`config.mk`:
```
export PLATFORM = sky130hd
export DESIGN_NAME = mem_arbiter_flat
export DESIGN_NICKNAME = d
export VERILOG_FILES = /design/src/rtl/mem_arbiter_if.sv /design/src/rtl/mem_arbiter.sv /design/src/flat_wrapper.sv
export SDC_FILE = /design/constraint.sdc
export NUM_CORES = 1
export LEC_CHECK = 0
export CORE_AREA = 2 2 103 105
export CTS_CLUSTER_SIZE = 30
export DETAILED_ROUTE_END_ITERATION = 6
export DIE_AREA = 0 0 105 107
export PLACE_DENSITY_LB_ADDON = 0.2
export SLEW_MARGIN = 25
export SYNTH_ARGS = -nofsm -noshare
export SYNTH_HDL_FRONTEND = slang
export SYNTH_SLANG_ARGS = --single-unit
```
`constraint.sdc`:
```
create_clock -name clk -period 1.65 [get_ports clk]
set_input_delay 0.2475 -clock clk [delete_from_list [all_inputs] [get_ports clk]]
set_output_delay 0.2475 -clock clk [all_outputs]
set_load 0.01 [all_outputs]
```
`src/rtl/mem_arbiter_if.sv`:
```
// Bus bundle between the fetch/load-store requesters, the unified memory port
// and the arbiter that owns it.
interface mem_arbiter_if #(
  parameter int ADDR_W = 32,
  parameter int DATA_W = 32
);
  logic              iren;
  logic [ADDR_W-1:0] iaddr;
  logic              ihit;
  logic [DATA_W-1:0] iload;

  logic              dren;
  logic              dwen;
  logic [ADDR_W-1:0] daddr;
  logic [DATA_W-1:0] dstore;
  logic              dhit;
  logic [DATA_W-1:0] dload;

  logic              ram_ren;
  logic              ram_wen;
  logic [ADDR_W-1:0] ram_addr;
  logic [DATA_W-1:0] ram_store;
  logic [DATA_W-1:0] ram_load;
  logic              ram_ready;

  logic              busy;

  // Arbiter side.
  modport slave (
    input  iren, iaddr, dren, dwen, daddr, dstore, ram_load, ram_ready,
    output ihit, iload, dhit, dload, ram_ren, ram_wen, ram_addr, ram_store, busy
  );

  // Requester/memory side.
  modport master (
    output iren, iaddr, dren, dwen, daddr, dstore, ram_load, ram_ready,
    input  ihit, iload, dhit, dload, ram_ren, ram_wen, ram_addr, ram_store, busy
  );
endinterface

```
`src/rtl/mem_arbiter.sv`:
```
// Unified memory port arbiter: one transaction at a time, data before
// instruction, with a bounded starvation guard for instruction fetch.
module mem_arbiter #(
  parameter int ADDR_W       = 32,
  parameter int DATA_W       = 32,
  parameter int STARVE_LIMIT = 4
) (
  input  logic          clk,
  input  logic          rst,
  mem_arbiter_if.slave  bus
);

  localparam logic [1:0] IDLE = 2'd0;
  localparam logic [1:0] IACC = 2'd1;
  localparam logic [1:0] DACC = 2'd2;

  localparam logic [3:0]        LIMIT  = 4'(STARVE_LIMIT);
  localparam logic [ADDR_W-1:0] ZERO_A = '0;
  localparam logic [DATA_W-1:0] ZERO_D = '0;

  logic [1:0] state, state_nxt;
  logic [3:0] starve_cnt, starve_nxt;
  logic       d_is_write, d_is_write_nxt;
  logic       d_req;
  logic       starved;

  assign d_req   = bus.dren | bus.dwen;
  assign starved = bus.iren && (starve_cnt == LIMIT);

  // NOTE: every variable gets a default at the top of the block, so no path
  // through the case leaves it unassigned and no latch is inferred.
  always_comb begin
    state_nxt      = state;
    starve_nxt     = starve_cnt;
    d_is_write_nxt = d_is_write;
    case (state)
      IDLE: begin
        if (d_req && !starved) begin
          state_nxt      = DACC;
          d_is_write_nxt = bus.dwen;
          if (!bus.iren)
            starve_nxt = 4'd0;
          else if (starve_cnt != LIMIT)
            starve_nxt = starve_cnt + 4'd1;
        end else if (bus.iren) begin
          state_nxt  = IACC;
          starve_nxt = 4'd0;
        end
      end
      // A dropped iren is a flushed fetch; it wins over a coincident ready.
      IACC: if (!bus.iren || bus.ram_ready) state_nxt = IDLE;
      DACC: if (bus.ram_ready) state_nxt = IDLE;
      default: state_nxt = IDLE;
    endcase
  end

  // NOTE: state registers use non-blocking assignments so every flop samples
  // the values from before the edge, regardless of statement order.
  always_ff @(posedge clk) begin
    if (rst) begin
      state      <= IDLE;
      starve_cnt <= 4'd0;
      d_is_write <= 1'b0;
    end else begin
      state      <= state_nxt;
      starve_cnt <= starve_nxt;
      d_is_write <= d_is_write_nxt;
    end
  end

  // Strobes are Moore outputs of the state; hits follow ram_ready in-cycle.
  always_comb begin
    bus.ihit      = 1'b0;
    bus.iload     = ZERO_D;
    bus.dhit      = 1'b0;
    bus.dload     = ZERO_D;
    bus.ram_ren   = 1'b0;
    bus.ram_wen   = 1'b0;
    bus.ram_addr  = ZERO_A;
    bus.ram_store = ZERO_D;
    bus.busy      = 1'b0;
    case (state)
      IACC: begin
        bus.busy     = 1'b1;
        bus.ram_ren  = 1'b1;
        bus.ram_addr = bus.iaddr;
        if (bus.iren && bus.ram_ready) begin
          bus.ihit  = 1'b1;
          bus.iload = bus.ram_load;
        end
      end
      DACC: begin
        bus.busy     = 1'b1;
        bus.ram_ren  = !d_is_write;
        bus.ram_wen  = d_is_write;
        bus.ram_addr = bus.daddr;
        if (d_is_write)
          bus.ram_store = bus.dstore;
        if (bus.ram_ready) begin
          bus.dhit = 1'b1;
          if (!d_is_write)
            bus.dload = bus.ram_load;
        end
      end
      default: ;
    endcase
  end

endmodule

```
`src/flat_wrapper.sv`:
```
// flat-port wrapper written by rule: the top's interface ports become plain ports
module mem_arbiter_flat 
#(
  parameter int ADDR_W       = 32,
  parameter int DATA_W       = 32,
  parameter int STARVE_LIMIT = 4
)
  (clk, rst, bus_iren, bus_iaddr, bus_dren, bus_dwen, bus_daddr, bus_dstore, bus_ram_load, bus_ram_ready, bus_ihit, bus_iload, bus_dhit, bus_dload, bus_ram_ren, bus_ram_wen, bus_ram_addr, bus_ram_store, bus_busy);
  mem_arbiter_if #(.ADDR_W(ADDR_W), .DATA_W(DATA_W)) bus_i ();
  input  logic clk;
  input  logic rst;
  input wire logic [$bits(bus_i.iren)-1:0] bus_iren;
  input wire logic [$bits(bus_i.iaddr)-1:0] bus_iaddr;
  input wire logic [$bits(bus_i.dren)-1:0] bus_dren;
  input wire logic [$bits(bus_i.dwen)-1:0] bus_dwen;
  input wire logic [$bits(bus_i.daddr)-1:0] bus_daddr;
  input wire logic [$bits(bus_i.dstore)-1:0] bus_dstore;
  input wire logic [$bits(bus_i.ram_load)-1:0] bus_ram_load;
  input wire logic [$bits(bus_i.ram_ready)-1:0] bus_ram_ready;
  output wire logic [$bits(bus_i.ihit)-1:0] bus_ihit;
  output wire logic [$bits(bus_i.iload)-1:0] bus_iload;
  output wire logic [$bits(bus_i.dhit)-1:0] bus_dhit;
  output wire logic [$bits(bus_i.dload)-1:0] bus_dload;
  output wire logic [$bits(bus_i.ram_ren)-1:0] bus_ram_ren;
  output wire logic [$bits(bus_i.ram_wen)-1:0] bus_ram_wen;
  output wire logic [$bits(bus_i.ram_addr)-1:0] bus_ram_addr;
  output wire logic [$bits(bus_i.ram_store)-1:0] bus_ram_store;
  output wire logic [$bits(bus_i.busy)-1:0] bus_busy;
  assign bus_i.iren = bus_iren;
  assign bus_i.iaddr = bus_iaddr;
  assign bus_i.dren = bus_dren;
  assign bus_i.dwen = bus_dwen;
  assign bus_i.daddr = bus_daddr;
  assign bus_i.dstore = bus_dstore;
  assign bus_i.ram_load = bus_ram_load;
  assign bus_i.ram_ready = bus_ram_ready;
  assign bus_ihit = bus_i.ihit;
  assign bus_iload = bus_i.iload;
  assign bus_dhit = bus_i.dhit;
  assign bus_dload = bus_i.dload;
  assign bus_ram_ren = bus_i.ram_ren;
  assign bus_ram_wen = bus_i.ram_wen;
  assign bus_ram_addr = bus_i.ram_addr;
  assign bus_ram_store = bus_i.ram_store;
  assign bus_busy = bus_i.busy;
  mem_arbiter #(.ADDR_W(ADDR_W), .DATA_W(DATA_W), .STARVE_LIMIT(STARVE_LIMIT)) u_core (.clk(clk), .rst(rst), .bus(bus_i));
endmodule
```
==> reports/results.txt <==
vias in the first global route = 2,897
Post-synth top flop = dfxtp_1
vias post-DR = 2,972
failing checks = negative setup slack
clock latency on the worst-skew pair = 230 ps
status = complete, but fails checks
grt total ovfl = 0
worst-margin pin slew = 353.1 ps
buffers plus inverters on the worst setup path = 4
DP HPWL = 8245 um
P&R area growth vs syn = 199.3%
final slew viol count = 0
register area = 145.1 um2
IO Count = 267
CP Class = register to output pin
design area = 5112 um2
XOR/XNOR Fraction of Synth Area = 0.5128%
routed wire length = 12,090 um
Num CTS Buffers = 3
max-cap violations = 0
post-synthesis mux area share = 0%
switch share = 34.78%
Placed Area = 4582 um2
critical-path maximum fanout = 8
CP required = 1400 ps
Layout Utilization = 50.66%
Nets = 671
Crit-path slowest cell = dfxtp_2
vias per cell = 4.456
Arr. time, crit path = 1570 ps
CP Launch Type = register
Fill cells = 994
Slew HR = 76.32%
synth unique cells = 35
leak pwr = 2.362 nW
Final ANT Viol Nets = 0
H-tree levels = 1
Worst VDD drop = 0.0004586 V
FF-to-FF setup slack = 40 ps
critical path endpoint category = output pin
initial antenna violation count = 2
R2R depth = 8
per-cell routed wire length = 18.13 um
Worst Skew = 1.708 ps
combinational share of power = 77.7%
crit-path max cell delay = 320 ps
setup ws final = -167.1 ps
commonest non-fill, non-tap cells in the layout = clkdlybuf4s50_1 (131), buf_2 (78), buf_6 (63), and2_4 (38), and2_1 (28)
first-pass GRT wire length = 16,890 um
switching power = 0.6945 mW
final setup violating endpoints = 112
total clock sinks = 7
Final Hold Violating Endpoints = 0
yosys warns = 0
Seq cells post-synth = 7
area of the multi-input gates = 1755 um2
Die Wd = 105 um
hold path depth = 2
sequential area share after synthesis = 8.205%
mean post-synth cell area = 7.000 um2
Adder-Cell Fraction of Synth Area = 3.663%
first-pass detailed-route iteration total = 4
post-synthesis simple-gate area fraction = 56.19%
cts hold-fix bufs = 0
largest family of logic cells by synthesized area = simple AND/OR/NAND/NOR gates
Mapped Cells = 244
async set or reset register ratio after synthesis = 0%
Inserted Diodes = 0
largest net degree at the start of global routing = 37
final RePlAce weighted congestion = 0.7829
Port Buffer Count = 266
CTS Root Cell = clkbuf_8
clock-pin slew on the worst setup and hold paths = 40 ps
RSZ-0062 raised after global routing = yes
Syn Nets = 383
max frequency = 0.5503 GHz
DRC violations left = 0
Synth Area in Compound Gates = 21.68%
WP depth = 7
clock tree buffer depth = 2
most common cell after layout, fill and taps aside = clkdlybuf4s50_1
Clock power frac = 12.5%
Die Y = 107 um
number of synthesized flops with an enable pin = 0
layout cells sized above 1 = 50.47%
Hold WC Path Type = register to register
Seq pwr share = 9.8%
1st-iter DRT viols = 118
synthesized area = 1708 um2
FP Rows = 37
Hold Worst Slack = 495.3 ps
Core Region = 10,090 um2
die area = 11,240 um2
CP cell instances = buf_4, ha_4, and3_4, buf_6, buf_16, and2_1, buf_2
minimum clock period after layout = 1817 ps
pwr/cell area = 390.6 nW/um2
CP delay by family, top = buffers and inverters
Int Pwr = 1.303 mW
Initial Util = 16.92%
CTS tree = yes
Final Cycle Share = 110.1%
GRT Total Usage = 18.93%
per-stage QoR:
stage / worst slack [ps] / setup TNS (ps) / instances / total power [mW]
6_report: -167.1 / -10100 / 667 / 1.997
5_1_grt: -211.4 / -16130 / 667 / 2.126
4_1_cts: -147.5 / -11130 / 661 / 1.876
3_5_place_dp: -557.8 / -49110 / 638 / 1.380
3_3_place_gp: -548.7 / -47170 / 638 / 1.365
2_1_floorplan: 93.83 / 0 / 244 / 0.6630
synthesized netlist by cell type (4+ instances only):
cell type	instances	area [um2]
ha_1	5	62.56
clkbuf_1	10	37.54
and3_1	32	200.2
a22oi_1	32	240.2
nand2_1	4	15.01
buf_6	5	56.30
nor2b_1	34	212.7
inv_1	4	15.01
dfxtp_1	7	140.1
and2_1	65	406.6
a21oi_1	4	20.02
buf_2	7	35.03
timing repair:
action                     CTS  global route
setup endpoints to repair  133           104
resized for setup          618            96
buffers inserted            10             5
gates cloned                 9             5
pin swaps                   12            18
power by group through the flow:
| stage | logic [mW] | registers (mW) | clock network (mW) |
|---|---|---|---|
| 2_1_floorplan | 0.470 | 0.193 | 0 |
| 3_3_place_gp | 1.17 | 0.193 | 0 |
| 3_5_place_dp | 1.19 | 0.193 | 0 |
| 4_1_cts | 1.43 | 0.195 | 0.255 |
| 5_1_grt | 1.66 | 0.197 | 0.273 |
| 6_report | 1.55 | 0.195 | 0.250 |
path summary, 6_finish.rpt:
kind	start	to
max	u_core.state[0]	bus_iload[16]
min	u_core.starve_cnt[0]	u_core.starve_cnt[0]
max reg2reg	u_core.state[0]	u_core.state[1]
min reg2reg	u_core.starve_cnt[0]	u_core.starve_cnt[0]
worst min-delay path, stage by stage (launching register included):
cell and delay (ps):
dfxtp_1 330, nand2_1 60, a21oi_1 50
flip-flops by register name, summed over array words and instances (netlist names):
name and cells:
u_core.d_is_write 1, u_core.state 2, u_core.starve_cnt 4
cell type report:
type                       instances  area share, %
multi-input combinational        208          34.34
sequential                         7          2.839
timing repair buffer             308          58.27
inverter                           4         0.3426
clock buffer                       4         0.8811
tap                              136          3.328
cell families (layout without fill, tap and decap cells):
| kind of cell | after synthesis | count (layout) |
|---|---|---|
| AND/OR/NAND/NOR | 153 | 153 |
| AO/OA/AOI/OAI | 49 | 49 |
| buffers and inverters | 29 | 316 |
| flip-flops | 7 | 7 |
| adder cells (fa/ha/maj) | 5 | 5 |
| XOR/XNOR | 1 | 1 |
routing by layer:
layer  GRT usage [%]  part of all wire, %  vias to the layer above
met5               0                 0.21                        -
met4           2.667                  1.2                        4
met3           4.620                  5.9                       17
met2           37.29                   55                      121
met1           20.76                   37                     1393
li1                -                    -                     1437
(Power assumes the default switching activity.)
